$ cat config.mk
export PLATFORM = sky130hd
export DESIGN_NAME = output_buffer
export DESIGN_NICKNAME = d
export VERILOG_FILES = /design/src/rtl/output_buffer.sv
export SDC_FILE = /design/constraint.sdc
export NUM_CORES = 1
export LEC_CHECK = 0
export CORE_MARGIN = 4
export CORE_UTILIZATION = 51
export DETAILED_ROUTE_END_ITERATION = 16
export GPL_TIMING_DRIVEN = 0
export MAX_ROUTING_LAYER = met4
export PLACE_DENSITY = 0.75
export SYNTH_ARGS = -nofsm -noshare
export SYNTH_HDL_FRONTEND = slang
export SYNTH_SLANG_ARGS = --single-unit
$ cat constraint.sdc
create_clock -name clk -period 2 [get_ports clk]
set_input_delay 0.4 -clock clk [delete_from_list [all_inputs] [get_ports clk]]
set_output_delay 0.4 -clock clk [all_outputs]
set_load 0.02 [all_outputs]
$ cat src/rtl/output_buffer.sv
// Output deskew buffer: realigns column-skewed array results into whole rows
// and queues them in a small FIFO drained by the downstream consumer.
module output_buffer #(
  parameter int ARRAYWIDTH = 4,
  parameter int DATASIZE   = 16,
  parameter int DEPTH      = 4
) (
  input  logic                             clk,
  input  logic                             rst,
  input  logic                             in_valid,
  input  logic [ARRAYWIDTH*DATASIZE-1:0]   in_psum,
  output logic                             out_valid,
  input  logic                             out_ready,
  output logic [ARRAYWIDTH*DATASIZE-1:0]   out_data,
  output logic [$clog2(DEPTH+1)-1:0]       count,
  output logic                             full,
  output logic                             empty,
  output logic                             overflow,
  input  logic                             ovf_clr
);

  localparam int W   = ARRAYWIDTH * DATASIZE;
  localparam int PW  = $clog2(DEPTH);
  localparam int CW  = $clog2(DEPTH + 1);
  localparam int LAT = ARRAYWIDTH - 1;

  logic [W-1:0] aligned;
  logic         wr_valid;

  // Lane i waits ARRAYWIDTH-1-i cycles so every lane meets the last one.
  for (genvar gi = 0; gi < ARRAYWIDTH; gi++) begin : g_lane
    localparam int D = ARRAYWIDTH - 1 - gi;
    if (D == 0) begin : g_wire
      assign aligned[gi*DATASIZE +: DATASIZE] = in_psum[gi*DATASIZE +: DATASIZE];
    end else begin : g_dly
      logic [DATASIZE-1:0] dl_q [D];
      logic [DATASIZE-1:0] dl_d [D];

      always_comb begin
        dl_d[0] = in_psum[gi*DATASIZE +: DATASIZE];
        for (int k = 1; k < D; k++) dl_d[k] = dl_q[k-1];
      end

      always_ff @(posedge clk or negedge rst) begin
        if (!rst) begin
          for (int k = 0; k < D; k++) dl_q[k] <= '0;
        end else begin
          dl_q <= dl_d;
        end
      end

      assign aligned[gi*DATASIZE +: DATASIZE] = dl_q[D-1];
    end
  end

  if (LAT == 0) begin : g_vld_wire
    assign wr_valid = in_valid;
  end else begin : g_vld_pipe
    logic [LAT-1:0] vld_q, vld_d;

    always_comb vld_d = (vld_q << 1) | LAT'(in_valid);

    always_ff @(posedge clk or negedge rst) begin
      if (!rst) vld_q <= '0;
      else      vld_q <= vld_d;
    end

    assign wr_valid = vld_q[LAT-1];
  end

  // Handshake: a row transfers on any edge where out_valid && out_ready;
  // out_valid is purely registered state and never looks at out_ready.
  logic [W-1:0]  mem_q [DEPTH];
  logic [W-1:0]  mem_d [DEPTH];
  logic [PW-1:0] wr_ptr_q, wr_ptr_d, rd_ptr_q, rd_ptr_d;
  logic [CW-1:0] count_q, count_d;
  logic          overflow_q, overflow_d;
  logic          rd_en, wr_en, drop;

  assign out_valid = (count_q != '0);
  assign full      = (count_q == CW'(DEPTH));
  assign empty     = (count_q == '0);
  assign count     = count_q;
  assign overflow  = overflow_q;
  assign out_data  = mem_q[rd_ptr_q];

  always_comb begin
    rd_en      = out_valid && out_ready;
    wr_en      = wr_valid && (!full || rd_en);
    drop       = wr_valid && full && !rd_en;
    mem_d      = mem_q;
    wr_ptr_d   = wr_ptr_q;
    rd_ptr_d   = rd_ptr_q;
    count_d    = count_q;
    overflow_d = overflow_q;
    if (wr_en) begin
      mem_d[wr_ptr_q] = aligned;
      wr_ptr_d        = wr_ptr_q + 1'b1;
    end
    if (rd_en) rd_ptr_d = rd_ptr_q + 1'b1;
    case ({wr_en, rd_en})
      2'b10:   count_d = count_q + 1'b1;
      2'b01:   count_d = count_q - 1'b1;
      default: count_d = count_q;
    endcase
    // A drop in the same cycle as a clear must still be recorded.
    if (drop)         overflow_d = 1'b1;
    else if (ovf_clr) overflow_d = 1'b0;
  end

  always_ff @(posedge clk or negedge rst) begin
    if (!rst) begin
      for (int k = 0; k < DEPTH; k++) mem_q[k] <= '0;
      wr_ptr_q   <= '0;
      rd_ptr_q   <= '0;
      count_q    <= '0;
      overflow_q <= 1'b0;
    end else begin
      mem_q      <= mem_d;
      wr_ptr_q   <= wr_ptr_d;
      rd_ptr_q   <= rd_ptr_d;
      count_q    <= count_d;
      overflow_q <= overflow_d;
    end
  end

endmodule

---- Word-level counts from Yosys, hierarchy flattened ----
Index checks and enable logic that the tools add are counted.
storage, ports and cells
  input bits .............................. 69
  bits in read-only memories .............. 0
  output and inout port bits .............. 71
  word-level logic and storage cells ...... 49
  memories kept ........................... 0
  memory bits (writable) .................. 0
  latch bits .............................. 0
  register bits after elaboration ......... 363
operators by class
  reduce and logical (&&, ||, !) cells .... 12
  magnitude comparators ................... 3
  multiply operators ...................... 0
  mux-type cells .......................... 9
  add/sub/neg operators ................... 4
  shift-type cells ........................ 0
  bitwise logic cells ..................... 3
  eq/ne operators ......................... 3
  div/mod/pow operators ................... 0
operators with widths
  operator               number
  $bwmux W256            1
  $mux W64               3
  $bmux W64 S2           1
  $demux W64 S2          1
  $ge A3 B3 Y1 const B   2
  $not A2 Y3             2
  $pmux W3 S2            1
  $logic_and A1 B1 Y1    5
  $add A2 B1 Y2 const B  2
  $reduce_bool A2 Y1     2
  $add A3 B1 Y3 const B  1
  $eq A3 B3 Y1 const B   1
  $logic_not A3 Y1       1
  $lt A3 B1 Y1 const B   1
  $or A3 B1 Y3           1
  $reduce_bool A3 Y1     1
  $sub A3 B1 Y3 const B  1
  $eq A2 B1 Y1 const B   1
  $eq A2 B2 Y1 const B   1
  $logic_not A1 Y1       2
  $mux W1                2
  $logic_or A1 B1 Y1     1

---- Depth between registers and ports, before layout ----
  depth after elaboration ................. 6
  mapped depth ............................ 8
  mapped depth without buffers ............ 8

---- Least setup slack after synthesis ----
Ideal clock, no wire load.
  kind .................................... flip-flop to flip-flop
  start point ............................. register count_q[0], in the netlist count[0]
  end point ............................... register count_q[2], in the netlist count[2]
  stages on the path, launching flop included .. 9
  slack ................................... -247 ps
  library setup time ...................... 80 ps
  buffers on the path ..................... 0
  arrival time ............................ 2167 ps
  data required time ...................... 1920 ps
  period minus slack after synthesis ...... 2247 ps
  cell sequence ........................... dfrtp_1 > nor4b_4 > nand2b_1 > ha_1 > inv_1 > fa_1 > xor2_1 > nor2_1 > xor2_1
on the way
  longest elaborated chain between the ends .. 6
  elaborated cells between the ends (all ways) .. 12
  those cells by class .................... add/sub: 2; eq/ne: 3; mux: 1; reduce/logical: 6
ends and longest elaborated chain
  what                                                            RTL line  RTL
  from (decl)                                                     76        logic [CW-1:0] count_q, count_d;
  from (signal assigned)                                          122       count_q <= count_d;
  $eq A3 B3 Y1 / $reduce_bool A3 Y1 (equally long branches)       81, 80
  $logic_not A1 Y1 / $logic_and A1 B1 Y1 (equally long branches)  89, 88
  $logic_or A1 B1 Y1                                              89        wr_en = wr_valid && (!full || rd_en);
  $logic_and A1 B1 Y1                                             89
  $eq A2 B1 Y1 / $eq A2 B2 Y1 (equally long branches)             101       case ({wr_en, rd_en})
  $pmux W3 S2 / $reduce_bool A2 Y1 (equally long branches)        n/a
Several ways; a longest one is shown, not always the timed one.
A chain may end at the register's enable or synchronous reset.

---- Worst setup path in the final report ----
  start point ............................. register rd_ptr_q[0]
  end point ............................... output port out_data[49]
on the way
  longest elaborated chain between the ends .. 4
ends and longest elaborated chain
  what                                         RTL line  RTL
  from (decl)                                  75        logic [PW-1:0] wr_ptr_q, wr_ptr_d, rd_ptr_q, rd_ptr_d;
  from (signal assigned)                       121       rd_ptr_q <= rd_ptr_d;
  $not A2 Y3 (not written as such)             85        assign out_data = mem_q[rd_ptr_q];
  $bmux W64 S2                                 85
  $mux W64 (not written as such) (2 in a row)  85
  to (decl)                                    14        output logic [ARRAYWIDTH*DATASIZE-1:0] out_data,
Every way passes these cells. The select of a mux whose other input is x is not followed.

==> results <==
- The arrival time at the worst endpoint is 1990 ps.
- The worst path required time is 1600 ps.
- VDD sags by at most 0.00108 V.
- When the netlist entered floorplanning its net count stood at 834.
- The startpoint kind of the worst setup timing path is a register.
- The remaining global-route overflow is 0.
- The post-synthesis instance total is 759.
- The die is 174 um tall.
- The checks that failed: negative setup slack.
- The share of final-layout standard cells stronger than drive strength 1 is 53.3%.
- The initial antenna violation count was 2.
- The via count of the first global-routing pass is 7,946.
- The headroom to the max-slew limit is 53.0%.
- Based on the critical path, the design can be clocked at up to 0.418 GHz.
- TritonCTS built the clock tree.
- The type of the worst setup path is reg -> out.
- For the pin with the worst max-slew slack, the measured transition is 705 ps.
- In this run the worst hold path is classified as in -> reg.
- The number of warnings reported in the yosys synthesis log is 0.
- Counting flops and latches in the post-synthesis netlist gives 363.
- The tree built by TritonCTS fans out to 363 sinks.
- The via count is 7,208.
- The count of pins on the block boundary is 140.
- The tree is rooted in a sky130_fd_sc_hd__clkbuf_16.
- The area growth from synthesis to final layout is 24.9%.
- From left edge to right edge, the die measures 174 um.
- Setup slack on the critical path of the routed design comes to -391 ps.
- The number of slew-limit violations in the final report came to 0.
- The worst setup slack before clock tree synthesis is -1020 ps.
- The first routing iteration left 378 violations.
- The first-pass iteration count of the detailed router is 4.
- Of the available clock period, the critical path in the final layout requires 120%.
- The global router's overall resource usage is 18.8%.
- Setup repair after global routing could not meet its margin everywhere.
- The final routed wire length divided by cell count is 20.2 um.
- The final number of hold-violating endpoints is 0.
- The final setup violation count is 64.
- The first global-routing pass estimated 44,100 um of wire.
- The count of cell types in the netlist is 22.
- The largest clock skew in the final design is 13.5 ps.
- After clock tree synthesis, the clock-pin slew on the worst setup and hold paths is 60 ps.
- The final design area excluding fillers is 0.0175 mm2.
- The insertion delay of the later-clocked pin in the worst-skew pair is 510 ps.
- The worst register-to-register path has a depth of 9.
- After detailed routing, the number of remaining DRC violations is 0.
- The count of nets after finishing is 1,043.
- In this run the worst path has a maximum fanout of 8.
- STA classifies the critical path endpoint as an output pin.
- Subtracting the final worst setup slack from the clock period gives 2390 ps.
- Using the TritonRoute via totals, the vias-per-cell ratio works out to 5.40.
- The flow ran to the end, but the final reports show violations.
- Row generation in the floorplan step produced 60 rows.
- Input and output buffers added on the ports amount to 139.
- The post-placement cell area is 0.0160 mm2.
- The detail route stage leaves a number of antenna-violating nets equal to 0.
- No sink is reached through more buffers than the 3 on the longest clock path.
- The total standard cell area after synthesis is 0.0140 mm2.
- The area of the multi-input gates is 0.00464 mm2.
- After synthesis, the mean cell area works out to 18.5 um2.
- The die area is 0.0302 mm2.
- The total detailed-routing wirelength is 27,000 um.
- The maximum number of pins on one net before global-route repair is 113.
- The maximum level of the CTS H-tree is 2.
- Detailed placement ended at an HPWL of 17,000 um.
- The weighted congestion at the end of routability-driven global placement is 0.714.
- The initial standard-cell utilization of the core is 51.9%.
- In this run the power density over the cells is 1820 mW/mm2.
- In this run the standard cell core region covers 0.0270 mm2.
- Clock tree synthesis inserted a total of 39 buffers.
- Across the run, the number of max-cap violations was 0.
- The worst setup slack for register-to-register paths is 0 ps.
- Along the worst hold path, the cell count comes to 1.
- The sequential share of the synthesized area is 64.8%.
- The number of filler instances in the final layout is 1,950.
- The leakage component of the power is 7.49 nW.
- Summing all flip-flop and latch instances after layout gives 0.00909 mm2.
## per-stage QoR
step                setup TNS [ps]  utilization, %  power [mW]  hold slack (ps)  cells
floorplan                    -96.2               -        20.0              104    759
global route                -24950            64.9        33.7              306   1336
global placement          -5601340            58.7        24.7              333   1239
finish                      -21110            64.9        32.0              320   1336
detailed placement         -172510            59.1        25.0              335   1242
CTS                         -22480            63.9        31.6              302   1322
## cells in the final DEF, fill, tap and decap left out, drive strengths merged, types with 6 or more instances in the layout
master	synthesis	final
mux2	257	257
dfrtp	363	363
inv	7	8
clkbuf	3	65
mux4	64	64
nand2	6	6
clkdlybuf4s50	0	68
buf	35	129
## timing repair
item,in CTS,in global routing
gates cloned,1,2
gates resized for setup,350,42
pin swaps,4,5
buffers inserted,12,11
hold buffers,1,0
setup endpoints to repair,309,81
endpoints found under the hold margin,80,0
## critical path, stage by stage (launching register included)
cell                      delay (ps)
sky130_fd_sc_hd__dfrtp_2         400
sky130_fd_sc_hd__buf_12          170
sky130_fd_sc_hd__buf_4           130
sky130_fd_sc_hd__buf_4           100
sky130_fd_sc_hd__mux4_2          520
sky130_fd_sc_hd__buf_6           150
## metal layers
| metal | global-route usage, % | vias up | share of wire (%) |
|---|---|---|---|
| li1 | - | 3198 | - |
| met1 | 26.2 | 3824 | 44 |
| met2 | 29.0 | 149 | 49 |
| met3 | 4.41 | 37 | 5.4 |
| met4 | 3.53 | 0 | 1.3 |
| met5 | - | - | 0 |
## cell families after synthesis
group           after synthesis  share of synthesized area, %
flops                       363                          64.8
mux                         322                          31.0
buf+inv                      45                          2.53
simple gates                 15                         0.669
xor+xnor                      6                         0.375
fa+ha+maj                     6                         0.589
compound gates                2                        0.0981
## flip-flops by register name (all words and copies together), names as in the netlist, 2 cells and up
register and flops:
count 3, g_lane.g_dly.dl_d 48, g_lane.g_dly.dl_q 16, g_vld_pipe.vld_q 3, wr_ptr_q 2, aligned 32, mem_q 256, rd_ptr_q 2
## where the power goes
group	internal [mW]	total (mW)	switching, mW
clock	4.17	6.88	2.71
combinational	7.54	13.4	5.90
sequential	10.2	11.6	1.42
## cell type report
type / count / area share (%)
flip-flops and latches: 363 / 51.9
multi-input cells: 351 / 26.4
repair buffers: 168 / 9.27
clock buffers: 60 / 6.95
plain buffers: 38 / 2.67
well taps: 341 / 2.43
clock inverters: 6 / 0.193
inverters: 7 / 0.150
diodes: 2 / 0.0286
## final timing paths
check / from / end
hold reg to reg: g_lane[0].g_dly.dl_d[7] / aligned[7]
setup / recovery: rd_ptr_q[0] / out_data[49]
setup reg to reg: count[0] / count[2]
max in group asynchronous: rst / count[0]
hold / removal: in_psum[40] / g_lane[2].g_dly.dl_q[8]
min in group asynchronous: rst / mem_q[248]
## cells in the mapped netlist, drive strengths merged
| library cell | n | area, um2 |
|---|---|---|
| and3 | 1 | 6.26 |
| buf | 35 | 318 |
| clkbuf | 3 | 11.3 |
| dfrtp | 363 | 9080 |
| fa | 1 | 20.0 |
| ha | 5 | 62.6 |
| inv | 7 | 26.3 |
| mux2 | 257 | 2890 |
| mux2i | 1 | 10.0 |
| mux4 | 64 | 1440 |
| nand2 | 6 | 22.5 |
| nand2b | 1 | 6.26 |
| nor2 | 5 | 28.8 |
| nor4b | 1 | 23.8 |
| o21ai | 1 | 5.00 |
| o31a | 1 | 8.76 |
| or3 | 1 | 6.26 |
| xnor2 | 3 | 26.3 |
| xor2 | 3 | 26.3 |
Power figures use the tool's default switching activity.
